==> src/rtl/uart_rx.sv <==
// 8N1 (or 8E1 with UART_RX_PARITY_EN) asynchronous serial receiver, LSB first,
// mid-bit sampling driven by a reloadable bit-width down-counter.
module uart_rx #(
    parameter int unsigned FCLK = 100000000,
    parameter int unsigned BAUD = 115200
) (
    input  logic       clk,
    input  logic       rst_n,
    input  logic       rx,
    output logic [7:0] rx_data,
    output logic       rx_valid,
    output logic       frame_err,
    output logic       busy
`ifdef UART_RX_PARITY_EN
    ,
    output logic       parity_err
`endif
);

    localparam int unsigned BIT_LOAD  = FCLK / BAUD - 1;
    localparam int unsigned HALF_LOAD = BIT_LOAD / 2;
    localparam int unsigned CW        = (BIT_LOAD < 1) ? 1 : $clog2(BIT_LOAD + 1);

    localparam logic [CW-1:0] BIT_LD  = CW'(BIT_LOAD);
    localparam logic [CW-1:0] HALF_LD = CW'(HALF_LOAD);

    typedef enum logic [2:0] {
        IDLE,
        START,
        DATA,
`ifdef UART_RX_PARITY_EN
        PARITY,
`endif
        STOP,
        BREAK
    } state_t;

    state_t        state, state_nx;
    logic          rx_m, rx_s;
    logic [CW-1:0] cnt, cnt_nx;
    logic [2:0]    bit_cnt, bit_nx;
    logic [7:0]    shreg, shreg_nx;
    logic [7:0]    data_nx;
    logic          valid_nx, ferr_nx, busy_nx;
    logic          sample;
`ifdef UART_RX_PARITY_EN
    logic          par_bit, par_nx, perr_nx;
`endif

    // Two-stage synchronizer; idle-high reset so a reset never looks like a start edge.
    always_ff @(posedge clk or negedge rst_n) begin
        if (!rst_n) begin
            rx_m <= 1'b1;
            rx_s <= 1'b1;
        end else begin
            rx_m <= rx;
            rx_s <= rx_m;
        end
    end

    always_ff @(posedge clk or negedge rst_n) begin
        if (!rst_n) begin
            state     <= IDLE;
            cnt       <= '0;
            bit_cnt   <= '0;
            shreg     <= '0;
            rx_data   <= '0;
            rx_valid  <= 1'b0;
            frame_err <= 1'b0;
            busy      <= 1'b0;
`ifdef UART_RX_PARITY_EN
            par_bit    <= 1'b0;
            parity_err <= 1'b0;
`endif
        end else begin
            state     <= state_nx;
            cnt       <= cnt_nx;
            bit_cnt   <= bit_nx;
            shreg     <= shreg_nx;
            rx_data   <= data_nx;
            rx_valid  <= valid_nx;
            frame_err <= ferr_nx;
            busy      <= busy_nx;
`ifdef UART_RX_PARITY_EN
            par_bit    <= par_nx;
            parity_err <= perr_nx;
`endif
        end
    end

    assign sample = (cnt == '0);

    always_comb begin
        state_nx = state;
        cnt_nx   = sample ? cnt : cnt - CW'(1);
        bit_nx   = bit_cnt;
        shreg_nx = shreg;
        data_nx  = rx_data;
        valid_nx = 1'b0;
        ferr_nx  = 1'b0;
`ifdef UART_RX_PARITY_EN
        par_nx  = par_bit;
        perr_nx = 1'b0;
`endif
        unique case (state)
            IDLE: begin
                if (!rx_s) begin
                    cnt_nx   = HALF_LD;
                    state_nx = START;
                end
            end
            START: begin
                if (sample) begin
                    if (rx_s) begin
                        state_nx = IDLE;
                    end else begin
                        cnt_nx   = BIT_LD;
                        bit_nx   = '0;
                        state_nx = DATA;
                    end
                end
            end
            DATA: begin
                if (sample) begin
                    shreg_nx[bit_cnt] = rx_s;
                    cnt_nx            = BIT_LD;
                    bit_nx            = bit_cnt + 3'd1;
                    if (bit_cnt == 3'd7) begin
`ifdef UART_RX_PARITY_EN
                        state_nx = PARITY;
`else
                        state_nx = STOP;
`endif
                    end
                end
            end
`ifdef UART_RX_PARITY_EN
            PARITY: begin
                if (sample) begin
                    par_nx   = rx_s;
                    cnt_nx   = BIT_LD;
                    state_nx = STOP;
                end
            end
`endif
            STOP: begin
                if (sample) begin
                    if (rx_s) begin
                        state_nx = IDLE;
`ifdef UART_RX_PARITY_EN
                        if ((^shreg) ^ par_bit) begin
                            perr_nx = 1'b1;
                        end else begin
                            data_nx  = shreg;
                            valid_nx = 1'b1;
                        end
`else
                        data_nx  = shreg;
                        valid_nx = 1'b1;
`endif
                    end else begin
                        ferr_nx  = 1'b1;
                        state_nx = BREAK;
                    end
                end
            end
            BREAK: begin
                if (rx_s) begin
                    state_nx = IDLE;
                end
            end
            default: state_nx = IDLE;
        endcase
        busy_nx = (state_nx != IDLE);
    end

endmodule

==> config.mk <==
export PLATFORM = sky130hd
export DESIGN_NAME = uart_rx
export DESIGN_NICKNAME = d
export VERILOG_FILES = /design/src/rtl/uart_rx.sv
export SDC_FILE = /design/constraint.sdc
export NUM_CORES = 1
export LEC_CHECK = 0
export ABC_AREA = 1
export BUFFER_PORTS_ARGS = -buffer_cell sky130_fd_sc_hd__buf_2
export CORE_ASPECT_RATIO = 1.25
export CORE_MARGIN = 5
export CORE_UTILIZATION = 50
export DETAILED_ROUTE_END_ITERATION = 12
export GPL_ROUTABILITY_DRIVEN = 1
export PLACE_DENSITY_LB_ADDON = 0.12
export SLEW_MARGIN = 30
export SYNTH_ARGS = -nofsm -noshare
export SYNTH_HDL_FRONTEND = slang
export SYNTH_SLANG_ARGS = --single-unit
==> constraint.sdc <==
create_clock -name clk -period 1.75 [get_ports clk]
set_input_delay 0 -clock clk [delete_from_list [all_inputs] [get_ports clk]]
set_output_delay 0 -clock clk [all_outputs]
set_load 0.02 [all_outputs]
==> key figures, run 1 <==
Run status
  – Status: finished, final reports clean

Finish
  – Area grow syn2layout: 17.2%
  – Multi-input combinational cell area: approximately 930 sq um
  – Inserted Diodes: 0
  – Share of cells above drive strength 1: around 23%
  – Final nets: roughly 290
  – Filler cells: roughly 380
  – Storage element area: between 900 and 1000 sq um

Timing
  – Slew HR: between 60% and 70%
  – Fin crit share: ~93%
  – Final hold vios: 0
  – Final Setup Violations: 0
  – Final TNS setup: 0 ns
  – Max Freq: about 0.61 GHz
  – RSZ-0062 raised after global routing: no
  – Worst Tran Pin Value: 0.457 ns
  – Clock Skew: approximately 0.0035 ns
  – Slack of the critical path: between 0.1 and 0.15 ns
  – Hold_ws: ~0.29 ns
  – Final slew viol count: 0
  – Final min period: 1.63 ns

Yosys
  – Synth area leaders: dfrtp_1, nand2_1, nand3_1
  – Synthesized net count: 255
  – Netlist cell types: 29
  – Multiplexer area fraction after synthesis: 0%
  – Largest area contributor in the netlist: dfrtp_1
  – Synth Area in Compound Gates: between 3 and 4%
  – Most instantiated cells after synthesis: nand2_1, dfrtp_1, inv_1, nand3_1, nor2_1
  – Top-count cell post-synth: nand2_1
  – Largest family of logic cells by synthesized area: simple AND/OR/NAND/NOR gates
  – FFs w/ async S/R, synth: 100%
  – Cells after synthesis: roughly 250
  – Warnings, synthesis: 0
  – Yosys reg bits: 37
  – Post-Synth XOR/XNOR Area: 1.32%
  – Top_reg_cell synth: dfrtp_1
  – Synth top area share: between 40% and 50%
  – Seq/Total Area, Yosys: ~47%
  – Simple-Gate Fraction of Synth Area: 37.8%
  – Adder-cell area share of the yosys netlist: under 10%
  – Number of enable flip-flop cells after synthesis: 0
  – Synth Cell Area: 1990 sq um
  – Mean Syn Cell Area: around 8.1 sq um

Power and ir drop
  – PwrDens: around 630 nW/um^2
  – Seq pwr share: between 50% and 60%
  – Leak Pwr: 1.26 nW
  – Switching share of power: 21.7%
  – Worst VDD drop: ~0.00056 V
  – Comb power frac: roughly 2.2%
  – Switch Pwr: 316 uW
  – Clock Power Share: roughly two fifths
  – Power Internal: about 1.1 mW

Global route
  – First-pass GRT wire length: 6910 um
  – Vias in the first global route: 1,518
  – Initial antenna violation count: 0
  – GRT Total Usage: about 17%
  – Grt ovf: 0
  – Largest net degree at the start of global routing: 38

Clock network
  – Clk root buf: clkbuf_8
  – CTS tree: done
  – CTS Buf Count: 5
  – H-tree level count: 2
  – Reg clk slew, reported paths: about 0.07 ns
  – Clk Latency, worst-skew pair: slightly below 0.3 ns
  – Max clock buf depth: 2
  – CTS Sinks: 37

Route
  – Drt drc: 0
  – Initial DRT Pass Iterations: 4
  – Final ANT Viol Nets: 0
  – DR WL/cell: 12.0 um
  – 1st-iter DRT viols: just over 90
  – Vias: around 1,600
  – Routed WL: 4020 um
  – Via-to-Cell Ratio: slightly below 5

Place
  – Pre-CTS WS: ~0.011 ns
  – Port Buffers: 13
  – Routability cong.: ~0.84
  – Detailed placer's ending HPWL: just over 3000 um

Min path
  – Worst Hold Class: in -> async

Worst setup path
  – Critical path type: reg -> reg
  – Worst Setup End Kind: register
  – R2R Path Start: cnt[0]
  – Startpoint Class: register
  – Worst R2R End: cnt[0]
  – Reg2Reg Depth: 10
  – Critical path arrival: around 1.8 ns
  – Worst Path Required: approximately 1.9 ns
  – Worst Path Max Fanout: 3
  – R2r setup slk: ~0.12 ns

Floorplan
  – Core Box Area: between 3000 and 4000 sq um
  – Die X: 66.4 um
  – Initial Util: between 50 and 60%
  – Die Area: 5350 sq um
  – Core Rows: 25
  – Total I/O pin count: 14
  – Chip height: approximately 80 um

Run
  – Max cap viols: 0
cells in the final DEF, fill, tap and decap left out, drive strengths merged:
cell type,count
clkinv,4
a41oi,1
nand4,10
nor2,30
o21ai,12
or2,1
dfstp,2
nand3,24
ha,5
a21oi,2
dfrtp,35
nand2,84
nor3,2
xor2,3
inv,30
dlygate4sd3,2
nor3b,1
clkbuf,6
buf,26
stage by stage:
step	util [%]	std cells	cell area (sq um)	power, mW
after floorplan	-	247	1990	0.882
after global placement	57.9	323	2210	0.906
after detailed placement	57.9	323	2210	0.906
after CTS	60.7	333	2310	1.49
after global routing	61.1	334	2330	1.53
final	61.1	334	2330	1.46
worst max-delay path: stages (launching register included):
cell     delay [ns]
dfrtp_1        0.40
inv_2          0.08
ha_4           0.14
nand2_2        0.08
nor2_8         0.13
nand2_4        0.05
ha_1           0.29
nor2_1         0.10
nand3_1        0.08
nand3_1        0.08
nand4_1        0.08
flip-flops by register name, indices dropped and copies added, names as in the netlist:
name	flops
state	3
rx_m	1
cnt	10
rx_s	1
rx_data	8
shreg	8
frame_err	1
busy	1
rx_valid	1
bit_cnt	3
per-layer routing:
| metal | global-route usage (%) | vias to the layer above | share of wire [%] |
|---|---|---|---|
| li1 | - | 846 | - |
| met1 | 19.5 | 738 | 42 |
| met2 | 29.6 | 34 | 51 |
| met3 | 3.78 | 14 | 3.8 |
| met4 | 9.76 | 0 | 3.3 |
| met5 | 0 | - | 0 |
layout make-up:
| type | instances | share of cell area [%] |
|---|---|---|
| Timing Repair Buffer | 28 | 8.36 |
| Multi-Input combinational cell | 175 | 39.9 |
| Inverter | 32 | 5.42 |
| Clock buffer | 6 | 3.11 |
| Tap cell | 54 | 2.90 |
| Sequential cell | 37 | 39.8 |
| Clock inverter | 2 | 0.429 |
power by group through the flow:
stage	logic, mW	clock network (mW)	registers [mW]
2_1_floorplan	0.00510	0	0.877
3_3_place_gp	0.0294	0	0.877
3_5_place_dp	0.0295	0	0.877
6_report	0.0315	0.567	0.861
4_1_cts	0.0330	0.593	0.860
5_1_grt	0.0368	0.631	0.860
how the worst max path moves through the flow:
stage | startpoint | to | slack, ns | depth (start not counted)
after floorplan | cnt[0] | cnt[0] | 0.02 | 10
after global placement | cnt[0] | cnt[0] | 0.08 | 10
after detailed placement | cnt[0] | cnt[0] | 0.01 | 10
after CTS | cnt[0] | cnt[0] | 0.01 | 10
after global routing | cnt[0] | cnt[0] | 0.002 | 10
final | cnt[0] | cnt[0] | 0.12 | 10
timing repair:
item / CTS / global route
hold buffers: 2 / 0
endpoints found under the setup margin: 1 / 7
buffers inserted: 0 / 1
gates resized for setup: 1 / 4
pin swaps: 0 / 3
hold endpoints to repair: 36 / 0
cell families (layout without fill, tap and decap cells):
group	after synthesis	after routing
fa+ha+maj	5	5
compound gates	15	15
flops	37	37
buf+inv	35	68
simple gates	152	152
xor+xnor	3	3
Power figures use the tool's default switching activity.
==> run 2, diff against run 1 <==
==> constraint.sdc (replaced) <==
create_clock -name clk -period 1.3 [get_ports clk]
set_input_delay 0 -clock clk [delete_from_list [all_inputs] [get_ports clk]]
set_output_delay 0 -clock clk [all_outputs]
set_load 0.02 [all_outputs]
==> key figures, run 2 (synthesized netlist as in run 1, its figures left out) <==
Run status
  – Status: finished, violations left
  – Violated checks: negative setup slack

Timing
  – Clock Skew: roughly 0.0067 ns
  – Final slew viol count: 0
  – RSZ-0062 raised after global routing: yes
  – Max Freq: 0.608 GHz
  – Slack of the critical path: -0.346 ns
  – Fin crit share: 127%
  – Slew HR: 73.8%
  – Final min period: 1.65 ns
  – Final hold vios: 0
  – Final Setup Violations: 35
  – Worst Tran Pin Value: just under 0.4 ns

Clock network
  – Max clock buf depth: 2
  – H-tree level count: 2
  – Clk root buf: clkbuf_8
  – CTS Sinks: 37
  – Reg clk slew, reported paths: ~0.08 ns
  – CTS tree: done
  – Clk Latency, worst-skew pair: around 0.29 ns
  – CTS Buf Count: 5

Worst setup path
  – Critical path type: reg -> reg
  – Worst path cell trace: inv_2, ha_4, nand2_4, nor2_8, nand2_4, ha_4, nor2_4, nand3_1, nand3_1, nand4_1
  – Worst Path Max Fanout: 4
  – Startpoint Class: register
  – Worst Path Required: ~1.5 ns
  – CP max stage cell: dfrtp_1
  – Critical path arrival: between 1.5 and 2 ns
  – CP peak stage delay: 0.41 ns
  – Worst Setup End Kind: register

Finish
  – Post-route insts no fill: 384
  – Design Area, Final: 2960 sq um
  – Final Util: between 70 and 80%
  – Max reg flops: 10
  – Share of cells above drive strength 1: 44.2%
  – Final nets: 337
  – Registers with the most flip-flops: cnt x10, rx_data x8, shreg x8
  – Leading cell type in the layout, fill and taps excluded: nand2_1
  – Reg with most FFs: cnt
  – Inserted Diodes: 0
  – Commonest cells after routing, fill and taps aside: nand2_1, buf_4, dfrtp_1
  – Area grow syn2layout: 48.7%

Floorplan
  – Chip height: 80.5 um
  – Core Rows: 25
  – Die X: 66.4 um
  – Core Box Area: around 3800 sq um
  – Initial Util: between 50% and 60%
  – Die Area: approximately 5400 sq um
  – Total I/O pin count: 14

Global route
  – GRT Total Usage: 22.5%
  – First-pass GRT wire length: between 9000 and 10,000 um
  – Grt ovf: 0
  – Initial antenna violation count: 0
  – Vias in the first global route: 1,984
  – Largest net degree at the start of global routing: 38

Route
  – Vias: roughly 1,900
  – Drt drc: 0
  – 1st-iter DRT viols: 87
  – Final ANT Viol Nets: 0
  – Initial DRT Pass Iterations: 4
  – Via-to-Cell Ratio: around 5
  – Routed WL: 5520 um
  – DR WL/cell: about 14 um

Power and ir drop
  – Comb power frac: 2.8%
  – Clock Power Share: 39.0%
  – Leak Pwr: 1.56 nW
  – Power Internal: about 1.5 mW
  – Seq pwr share: between 50% and 60%
  – Switch Pwr: around 450 uW
  – Worst VDD drop: between 0.0005 and 0.0006 V
  – Switching share of power: between 20% and 30%
  – PwrDens: 673 nW/um^2

Place
  – Detailed placer's ending HPWL: 3450 um
  – DP Cell Count: 360
  – Routability cong.: 0.849
  – Cell Area, Placed: around 2500 sq um
  – Port Buffers: 13

Run
  – Max cap viols: 0

Min path
  – Worst Hold Class: in -> async
[run 2: cell count changes in the layout (fill, tap and decap cells not counted), moves of 6 or more]
| cell | before | now |
|---|---|---|
| buf_6 | 0 | 7 |
| nand2_2 | 3 | 11 |
| nand2_4 | 2 | 8 |
| nand2_1 | 79 | 65 |
| nor2_4 | 4 | 14 |
| buf_4 | 12 | 53 |
| nor2_1 | 20 | 11 |
[run 2: repair_timing]
| action | in CTS | in global routing |
|---|---|---|
| setup buffers | 9 | 8 |
| gates cloned | 2 | 0 |
| resized for setup | 34 | 27 |
| hold endpoints to repair | 38 | 0 |
| hold buffers | 2 | 0 |
| endpoints found under the setup margin | 34 | 35 |
| pin swaps | 19 | 20 |
[run 2: power groups by stage]
stage                     clock (mW)  combinational, mW  sequential [mW]
after floorplan                    0            0.00701             1.18
after global placement             0             0.0486             1.18
after detailed placement           0             0.0488             1.18
after CTS                      0.803             0.0552             1.16
after global routing           0.854             0.0634             1.16
final                          0.777             0.0565             1.16
[run 2: final timing paths]
kind / from / endpoint / slack (ns) / cells past startpoint
max in group asynchronous: rst_n / rx_s / 0.85 / 3
min in group clk: rx / rx_m / 0.35 / 2
min reg2reg: rx_m / rx_s / 0.37 / 0
max: cnt[0] / cnt[0] / -0.35 / 10
min: rst_n / shreg[6] / 0.20 / 3
max reg2reg: cnt[0] / cnt[0] / -0.35 / 10
[run 2: metal layers]
metal | global-route usage (%) | part of all wire (%)
met5 | 0 | 0
met4 | 9.35 | 3.2
met3 | 3.64 | 3.0
met2 | 43.0 | 55
met1 | 23.7 | 39
[run 2: through the flow]
step / TNS (ns) / power (mW) / worst slack [ns] / hold WS [ns]
CTS: -6.10 / 2.02 / -0.262 / 0.202
global placement: -3.08 / 1.23 / -0.197 / -0.0211
finish: -6.88 / 1.99 / -0.346 / 0.204
floorplan: -1.34 / 1.19 / -0.263 / -0.296
global route: -10.43 / 2.08 / -0.425 / 0.230
detailed placement: -3.94 / 1.23 / -0.256 / -0.0212
[run 2: cell type report]
| cell class | instances | area (sq um) |
|---|---|---|
| timing repair buffer | 76 | 582 |
| multi-input combinational | 176 | 1160 |
| sequential | 37 | 928 |
| tap | 54 | 67.6 |
| timing repair inverter | 1 | 8.76 |
| clock inverter | 2 | 10.0 |
| inverter | 32 | 130 |
| fill | 282 | 856 |
| clock buffer | 6 | 72.6 |
[run 2: worst max-delay path: cells and delay by family, from the launching register on]
family,cells,cell delay (ns)
simple gates,7,0.63
buf+inv,1,0.09
fa+ha+maj,2,0.39
flops,1,0.41
==> run 3, diff against run 2 <==
--- a/config.mk
+++ b/config.mk
@@ -10,9 +10,11 @@
 export CORE_ASPECT_RATIO = 1.25
 export CORE_MARGIN = 5
 export CORE_UTILIZATION = 50
+export CTS_BUF_LIST = sky130_fd_sc_hd__clkbuf_8
 export DETAILED_ROUTE_END_ITERATION = 12
-export GPL_ROUTABILITY_DRIVEN = 1
+export GPL_ROUTABILITY_DRIVEN = 0
 export PLACE_DENSITY_LB_ADDON = 0.12
+export SETUP_SLACK_MARGIN = 0.5
 export SLEW_MARGIN = 30
 export SYNTH_ARGS = -nofsm -noshare
 export SYNTH_HDL_FRONTEND = slang
==> key figures, run 3 (synthesized netlist as in run 1, its figures left out) <==
Finish
  – Leading cell type in the layout, fill and taps excluded: nand2_1
  – Final Util: between 80% and 90%
  – Commonest cells after routing, fill and taps aside: nand2_1, buf_4, dfrtp_1
  – Inserted Diodes: 0
  – Share of cells above drive strength 1: 48.2%
  – Filler cells: 251
  – Multi-input combinational cell area: ~1200 sq um
  – Registers with the most flip-flops: cnt x10, rx_data x8, shreg x8
  – Final nets: around 340
  – Storage element area: 928 sq um
  – Reg with most FFs: cnt
  – Area grow syn2layout: 55.9%
  – Design Area, Final: slightly above 3000 sq um
  – Max reg flops: 10
  – Post-route insts no fill: approximately 380

Place
  – Pre-CTS WS: -0.208 ns
  – Cell Area, Placed: between 2000 and 3000 sq um
  – Detailed placer's ending HPWL: 3580 um
  – Port Buffers: 13
  – DP Cell Count: approximately 360

Power and ir drop
  – Seq pwr share: between 50% and 60%
  – Leak Pwr: 1.58 nW
  – Switching share of power: 23.0%
  – Total Power: 2.01 mW
  – Switch Pwr: between 400 and 500 uW
  – Power Internal: 1.55 mW
  – Worst VDD drop: roughly 0.00056 V
  – PwrDens: between 600 and 700 nW/um^2
  – Comb power frac: about 2.8%
  – Clock Power Share: between 30% and 40%

Run
  – Max cap viols: 0

Floorplan
  – Total I/O pin count: 14
  – Core Rows: 25
  – Die Area: roughly 5400 sq um
  – Core Box Area: approximately 3800 sq um
  – Initial Util: about 52%
  – Chip height: approximately 80 um
  – Die X: between 60 and 70 um

Global route
  – Grt ovf: 0
  – Largest net degree at the start of global routing: 22
  – First-pass GRT wire length: 9310 um
  – Vias in the first global route: around 2,000
  – Initial antenna violation count: 0
  – GRT Total Usage: a little under a quarter

Timing
  – Final hold vios: 0
  – Fin crit share: 117%
  – Final Setup Violations: 35
  – Final TNS setup: -5.53 ns
  – RSZ-0062 raised after global routing: yes
  – Hold_ws: roughly 0.17 ns
  – Final min period: 1.52 ns
  – Worst Tran Pin Value: roughly 0.39 ns
  – Final slew viol count: 0
  – Slew HR: approximately three quarters
  – Slack of the critical path: -0.216 ns
  – Clock Skew: ~0.0034 ns
  – Max Freq: about 0.66 GHz

Route
  – Drt drc: 0
  – Initial DRT Pass Iterations: 4
  – 1st-iter DRT viols: ~130
  – Via-to-Cell Ratio: ~5.2
  – Final ANT Viol Nets: 0
  – DR WL/cell: approximately 15 um
  – Vias: roughly 2,000
  – Routed WL: 5820 um

Worst setup path
  – Critical path arrival: approximately 1.7 ns
  – Critical path type: reg -> reg
  – Worst Path Required: ~1.5 ns
  – Startpoint Class: register
  – Worst Setup End Kind: register
  – Worst Path Max Fanout: 6

Clock network
  – H-tree level count: 2
  – Clk Latency, worst-skew pair: roughly 0.29 ns
  – Clk root buf: clkbuf_8
  – Max clock buf depth: 2
  – CTS Sinks: 37
  – CTS tree: done
  – Reg clk slew, reported paths: ~0.080 ns
  – CTS Buf Count: 5

Run status
  – Status: finished, violations left
  – Violated checks: negative setup slack

Min path
  – Worst Hold Class: in -> async
## run 3: changes by cell type in the layout (fill, tap and decap cells not counted), sizes merged
| cell | change |
|---|---|
| buf | -1 |
| clkinvlp | +1 |
## run 3: metal layers
metal	GRT usage, %	wire length [um]	vias up
met4	10.8	165	0
met3	3.64	148	16
met1	23.2	2130	989
li1	-	-	951
met2	45.2	3380	50
met5	0	0	-
## run 3: layout make-up
class	instances	share of cell area [%]
multi-input cells	176	38.4
flip-flops and latches	37	29.9
repair buffers	76	22.0
inverters	32	4.51
clock buffers	5	2.22
well taps	54	2.18
clock inverters	3	0.564
repair inverters	1	0.282
## run 3: repair_timing
item                                   4_1_cts  5_1_grt
cloned                                       2        0
hold buffers                                 2        0
pin swaps                                   15       21
gates resized for setup                     64       29
endpoints found under the hold margin       37        0
setup endpoints to repair                   46       47
buffers inserted                             7       10
## run 3: critical path: stages, from the launching register on
cell and delay (ns):
dfrtp_1 0.42, nor2_4 0.15, nand2_4 0.10, nor2_8 0.15, nand2_4 0.08, buf_12 0.14
clkinv_8 0.05, nand3_4 0.12, nand2_1 0.14, nand2_2 0.06
## run 3: worst paths after layout
path / start / end / slack, ns / cells after the start
worst max-delay path: cnt[5] / rx_data[0] / -0.22 / 9
worst min-delay path: rst_n / bit_cnt[0] / 0.17 / 2
worst max register to register: cnt[5] / rx_data[0] / -0.22 / 9
worst min register to register: rx_m / rx_s / 0.36 / 0
max in group asynchronous: rst_n / rx_s / 0.66 / 3
min in group clk: rx / rx_m / 0.34 / 2
## run 3: power groups by stage
stage          sequential (mW)  combinational [mW]  clock (mW)
2_1_floorplan             1.18             0.00701           0
3_3_place_gp              1.18              0.0479           0
3_5_place_dp              1.18              0.0479           0
4_1_cts                   1.16              0.0534       0.807
5_1_grt                   1.16              0.0627       0.842
6_report                  1.16              0.0559       0.794
